[src/rtl/rvj1_irq_pkg.sv]
// Shared definitions for the rvj1 interrupt controller: register map, source limit, claim ID type.
package rvj1_irq_pkg;

  localparam int unsigned MAX_SRC    = 31;
  localparam int unsigned CLAIM_ID_W = $clog2(MAX_SRC + 1);

  localparam logic [1:0] REG_PENDING = 2'd0;
  localparam logic [1:0] REG_ENABLE  = 2'd1;
  localparam logic [1:0] REG_MODE    = 2'd2;
  localparam logic [1:0] REG_CLAIM   = 2'd3;

  typedef logic [CLAIM_ID_W-1:0] claim_id_t;

endpackage

[src/rtl/rvj1_irq_if.sv]
// Word-addressed register port between the SoC data bus and the interrupt controller.
interface rvj1_irq_if;

  logic        reg_req_i;
  logic        reg_we_i;
  logic [1:0]  reg_addr_i;
  logic [31:0] reg_wdata_i;
  logic [31:0] reg_rdata_o;
  logic        reg_ack_o;

  modport master (
    output reg_req_i, reg_we_i, reg_addr_i, reg_wdata_i,
    input  reg_rdata_o, reg_ack_o
  );

  modport slave (
    input  reg_req_i, reg_we_i, reg_addr_i, reg_wdata_i,
    output reg_rdata_o, reg_ack_o
  );

endinterface

[src/rtl/rvj1_irq_edge_det.sv]
// Optional synchronizer chain plus previous-value flop; exposes the synchronized lines and rise pulses.
module rvj1_irq_edge_det #(
  parameter int unsigned W      = 8,
  parameter int unsigned STAGES = 0
) (
  input  logic         clk_i,
  input  logic         rst_i,
  input  logic [W-1:0] d_i,
  output logic [W-1:0] s_c,
  output logic [W-1:0] rise_c
);

  logic [W-1:0] prev_q;

  if (STAGES == 0) begin : g_nosync
    assign s_c = d_i;
  end else begin : g_sync
    logic [W-1:0] sync_q [STAGES];

    always_ff @(posedge clk_i) begin
      if (rst_i) begin
        for (int k = 0; k < int'(STAGES); k++) sync_q[k] <= '0;
      end else begin
        sync_q[0] <= d_i;
        for (int k = 1; k < int'(STAGES); k++) sync_q[k] <= sync_q[k-1];
      end
    end

    assign s_c = sync_q[STAGES-1];
  end

  always_ff @(posedge clk_i) begin
    if (rst_i) prev_q <= '0;
    else       prev_q <= s_c;
  end

  assign rise_c = s_c & ~prev_q;

endmodule

[src/rtl/rvj1_irq_ctrl.sv]
// Interrupt controller: latches timer/peripheral IRQs, applies enable and edge/level mode,
// fixed lowest-index priority claim, single level interrupt to the core.
module rvj1_irq_ctrl
  import rvj1_irq_pkg::*;
#(
  parameter int unsigned NUM_SRC     = 8,
  parameter int unsigned SYNC_STAGES = 0
) (
  input  logic               clk_i,
  input  logic               rst_i,
  input  logic [NUM_SRC-1:0] irq_src_i,
  rvj1_irq_if.slave          bus,
  output logic               irq_o
);

  logic [NUM_SRC-1:0] s_c, rise_c;
  logic [NUM_SRC-1:0] pending_q, enable_q, mode_q;
  logic [NUM_SRC-1:0] pend_nxt_c, active_c, claim_oh_c, clr_c, mode_chg_c, wmask_c;
  claim_id_t          claim_id_c;
  logic               wr_pend_c, wr_en_c, wr_mode_c, rd_claim_c;
  logic [31:0]        rd_mux_c;
  logic               unused_wdata_c;

  rvj1_irq_edge_det #(
    .W      (NUM_SRC),
    .STAGES (SYNC_STAGES)
  ) u_edge_det (
    .clk_i  (clk_i),
    .rst_i  (rst_i),
    .d_i    (irq_src_i),
    .s_c    (s_c),
    .rise_c (rise_c)
  );

  assign wmask_c        = bus.reg_wdata_i[NUM_SRC-1:0];
  assign unused_wdata_c = ^bus.reg_wdata_i[31:NUM_SRC];

  assign wr_pend_c  = bus.reg_req_i &  bus.reg_we_i & (bus.reg_addr_i == REG_PENDING);
  assign wr_en_c    = bus.reg_req_i &  bus.reg_we_i & (bus.reg_addr_i == REG_ENABLE);
  assign wr_mode_c  = bus.reg_req_i &  bus.reg_we_i & (bus.reg_addr_i == REG_MODE);
  assign rd_claim_c = bus.reg_req_i & ~bus.reg_we_i & (bus.reg_addr_i == REG_CLAIM);

  // Lowest-index active source: one-hot for clearing, ID+1 for the CLAIM read.
  always_comb begin
    active_c   = pending_q & enable_q;
    claim_oh_c = active_c & (~active_c + NUM_SRC'(1));
    claim_id_c = '0;
    for (int i = int'(NUM_SRC) - 1; i >= 0; i--) begin
      if (active_c[i]) claim_id_c = claim_id_t'(i + 1);
    end
  end

  // Edge bits: sticky with W1C/claim clear, a new rise wins. Level bits track s.
  always_comb begin
    clr_c      = '0;
    mode_chg_c = '0;
    if (wr_pend_c)  clr_c = wmask_c;
    if (rd_claim_c) clr_c = claim_oh_c;
    if (wr_mode_c)  mode_chg_c = mode_q ^ wmask_c;
    pend_nxt_c = (mode_q & ((pending_q & ~clr_c) | rise_c)) | (~mode_q & s_c);
    pend_nxt_c = pend_nxt_c & ~mode_chg_c;
  end

  always_comb begin
    rd_mux_c = '0;
    case (bus.reg_addr_i)
      REG_PENDING: rd_mux_c = 32'(pending_q);
      REG_ENABLE:  rd_mux_c = 32'(enable_q);
      REG_MODE:    rd_mux_c = 32'(mode_q);
      REG_CLAIM:   rd_mux_c = 32'(claim_id_c);
      default:     rd_mux_c = '0;
    endcase
  end

  always_ff @(posedge clk_i) begin
    if (rst_i) begin
      pending_q       <= '0;
      enable_q        <= '0;
      mode_q          <= '0;
      irq_o           <= 1'b0;
      bus.reg_ack_o   <= 1'b0;
      bus.reg_rdata_o <= '0;
    end else begin
      pending_q       <= pend_nxt_c;
      if (wr_en_c)   enable_q <= wmask_c;
      if (wr_mode_c) mode_q   <= wmask_c;
      irq_o           <= |active_c;
      bus.reg_ack_o   <= bus.reg_req_i;
      bus.reg_rdata_o <= (bus.reg_req_i & ~bus.reg_we_i) ? rd_mux_c : '0;
    end
  end

endmodule
[src/flat_wrapper.sv]
// flat-port wrapper written by rule: the top's interface ports become plain ports
module rvj1_irq_ctrl_flat import rvj1_irq_pkg::*;
#(
  parameter int unsigned NUM_SRC     = 8,
  parameter int unsigned SYNC_STAGES = 0
)
  (clk_i, rst_i, irq_src_i, irq_o, bus_reg_req_i, bus_reg_we_i, bus_reg_addr_i, bus_reg_wdata_i, bus_reg_rdata_o, bus_reg_ack_o);
  rvj1_irq_if bus_i ();
  input  logic clk_i;
  input  logic rst_i;
  input  logic [NUM_SRC-1:0] irq_src_i;
  output logic irq_o;
  input wire logic [$bits(bus_i.reg_req_i)-1:0] bus_reg_req_i;
  input wire logic [$bits(bus_i.reg_we_i)-1:0] bus_reg_we_i;
  input wire logic [$bits(bus_i.reg_addr_i)-1:0] bus_reg_addr_i;
  input wire logic [$bits(bus_i.reg_wdata_i)-1:0] bus_reg_wdata_i;
  output wire logic [$bits(bus_i.reg_rdata_o)-1:0] bus_reg_rdata_o;
  output wire logic [$bits(bus_i.reg_ack_o)-1:0] bus_reg_ack_o;
  assign bus_i.reg_req_i = bus_reg_req_i;
  assign bus_i.reg_we_i = bus_reg_we_i;
  assign bus_i.reg_addr_i = bus_reg_addr_i;
  assign bus_i.reg_wdata_i = bus_reg_wdata_i;
  assign bus_reg_rdata_o = bus_i.reg_rdata_o;
  assign bus_reg_ack_o = bus_i.reg_ack_o;
  rvj1_irq_ctrl #(.NUM_SRC(NUM_SRC), .SYNC_STAGES(SYNC_STAGES)) u_core (.clk_i(clk_i), .rst_i(rst_i), .irq_src_i(irq_src_i), .bus(bus_i), .irq_o(irq_o));
endmodule
[config.mk]
export PLATFORM = sky130hd
export DESIGN_NAME = rvj1_irq_ctrl_flat
export DESIGN_NICKNAME = d
export VERILOG_FILES = /design/src/rtl/rvj1_irq_pkg.sv /design/src/rtl/rvj1_irq_if.sv /design/src/rtl/rvj1_irq_edge_det.sv /design/src/rtl/rvj1_irq_ctrl.sv /design/src/flat_wrapper.sv
export SDC_FILE = /design/constraint.sdc
export NUM_CORES = 1
export LEC_CHECK = 0
export ABC_AREA = 1
export CAP_MARGIN = 10
export CORE_MARGIN = 2
export CORE_UTILIZATION = 50
export DETAILED_ROUTE_END_ITERATION = 8
export DONT_BUFFER_PORTS = 1
export PLACE_DENSITY_LB_ADDON = 0.08
export SYNTH_ARGS = -nofsm -noshare
export SYNTH_HDL_FRONTEND = slang
export SYNTH_HIERARCHICAL = 1
export SYNTH_SLANG_ARGS = --single-unit
[constraint.sdc]
create_clock -name clk_i -period 3.5 [get_ports clk_i]
set_clock_uncertainty 0.05 [all_clocks]
set_input_delay 0.175 -clock clk_i [delete_from_list [all_inputs] [get_ports clk_i]]
set_output_delay 0.175 -clock clk_i [all_outputs]
set_load 0.005 [all_outputs]
==> run metrics <==
Port-buffer cells 0; Total GRT Usage 0.208; Hold Slack 0.0108 ns; die height 72.3 um; Async S/R FF share, synth 0; Mean Syn Cell Area 7.05 um^2; fin nets 385; Synth top area share 0.360; Yosys top cell by area dfxtp_1; vias per inst 4.93; pin count of the biggest net entering global routing 21; Die Span X 72.3 um; clk sinks 42; area growth from synthesis to layout 3.86%; grt ovf 0; Rows 24; leakage power 1.15 nW; met2 wire length 2140 um; Iteration-0 DRC Markers 149; clock-pin slew of the registers on the worst-case setup and hold paths 0.07 ns; worst-margin pin slew 0.904 ns; Cell Area, Synth 0.00233 mm^2; Slew Limit Headroom 0.395; post-DP HPWL 3400 um; power per cell area 377 mW/mm^2; largest cells by area after synthesis dfxtp_1 (36%), nand2_1 (11%), buf_4 (10%), inv_1 (6.8%), a21oi_1 (5.1%); CP max FO 16; Power Total 0.000913 W; antenna viol nets, final 0; routed via count 1,929; Netlist cell types 31; Fin. Hold Viols 0; kind of critical path input port to register; # fillers 454; DP Cell Count 368; most common cell in the synthesized netlist nand2_1; Synth Instances 331; CTS tree built; number of I/O pins 80; total negative slack 0 ns; non-filler cells, final 391; number of synthesized flops with an enable pin 0; hold crit path type input port to register; sequential share of the synthesized area 0.360; Clock Path Buffers 2; maximum vdd drop 0.203 mV; met1 WL 2430 um; post-CTS resize count 0; Max Transition Viols Final 0; met3 routed WL 343 um; FMAX 550 MHz; Yosys reg bits 42; Reg2Reg Setup Slack 2.10 ns; TritonCTS Buffers 5; max-capacitance violation count 0; root buffer cell clkbuf_8; top sig layer met4; DP Worst Slack 2.13 ns; most common library cells after synthesis nand2_1 (67), dfxtp_1 (42), inv_1 (42); Tcrit/Tclk final 0.520; yosys warns 6; dominant synthesized flop cell dfxtp_1; Worst setup EP type register; RSZ-0062 raised after global routing no; status finished clean; fraction of layout cells with a size suffix above 1 0.109; GPL Wtd Cong 0.894; Remaining DRCs 0; CP Launch Type input port; Final setup viols 0; fin crit period 1.82 ns; htree depth 2; vias in the first global route 1,705; antenna diode count 0; crit path DAT 1.95 ns; Starting Density 0.529; DR pass1 iterations 4; core area 0.00441 mm^2; final wirelength 4960 um; Final WS setup 1.68 ns; first-pass GRT wire length 8300 um; Routed WL per cell 12.7 um; initial antenna violation count 0; Data required, critical path 3.63 ns; DIE AREA 0.00523 mm^2; worst skew pair latency 0.29 ns
## flip-flops by register name, indices dropped and copies added (netlist names)
signal / cells
u_core/pending_q: 8
u_core/enable_q: 8
u_core/mode_q: 8
u_core/bus.reg_ack_o: 1
u_core/irq_o: 1
u_core/bus.reg_rdata_o: 8
u_core/u_edge_det/prev_q: 8
## area by class of cell
cell class	count	area, um^2	share of cell area
Multi-Input combinational cell	224	1090	0.450
Sequential cell	42	841	0.347
Inverter	50	190	0.0785
Timing Repair Buffer	16	160	0.0661
Clock buffer	7	76.3	0.0315
Tap cell	52	65.1	0.0268
## final timing paths
path / start / cells after the start / end
min reg2reg: u_core/mode_q[0] / 1 / u_core/pending_q[0]
max: rst_i / 3 / u_core/u_edge_det/prev_q[1]
min: irq_src_i[6] / 2 / u_core/pending_q[6]
max reg2reg: u_core/pending_q[1] / 8 / u_core/pending_q[6]
## stage by stage
step	utilization	instance area [um^2]
after floorplan	-	2420
final	0.549	2420
after detailed placement	0.495	2190
after global routing	0.549	2420
after global placement	0.495	2190
after CTS	0.549	2420
## worst max-delay path: stages
cell	delay (ns)
dlygate4sd3_1	1.13
nor2_2	0.07
dlygate4sd3_1	0.57
## routing by layer
layer	vias up	global-route usage
met3	4	0.0500
met5	-	0
met1	859	0.292
met4	0	0.0734
met2	68	0.311
li1	998	-
## report_power, final
group / internal [W] / switching, W
registers: 0.000498 / 0.0000131
logic: 0.0000429 / 0.0000684
clock network: 0.000137 / 0.000153
## cells by family after synthesis
family                    Yosys count  synth area share
xor gates and xnor gates            5            0.0188
AOI/OAI and AO/OA                  64             0.157
DFF                                42             0.360
other                               1           0.00161
and+or+nand+nor                   131             0.253
buffers and inverters              88             0.209
## cell usage in the layout, fill, tap and decap left out
master,n
xor2_1,5
dlygate4sd3_1,16
inv_1,42
nand3_1,12
nor2_2,10
o21ai_2,3
a41oi_1,1
nand2_1,67
a21oi_2,3
o21bai_1,1
o221ai_1,1
nand2_4,1
inv_2,7
nor2_1,32
a31oi_1,1
clkbuf_8,5
a21oi_1,24
nor2_4,6
o21ai_1,6
conb_1,24
clkbuf_1,2
inv_4,1
o211ai_1,1
a211oi_1,4
dfxtp_1,42
nor3_1,1
nand2_2,1
nand4_1,1
o21ai_0,19
## repair_timing
action	4_1_cts	5_1_grt
hold endpoints to repair	21	0
hold buffers	16	0
buffers inserted	0	0
No activity file was read; power rests on OpenSTA's default activity.
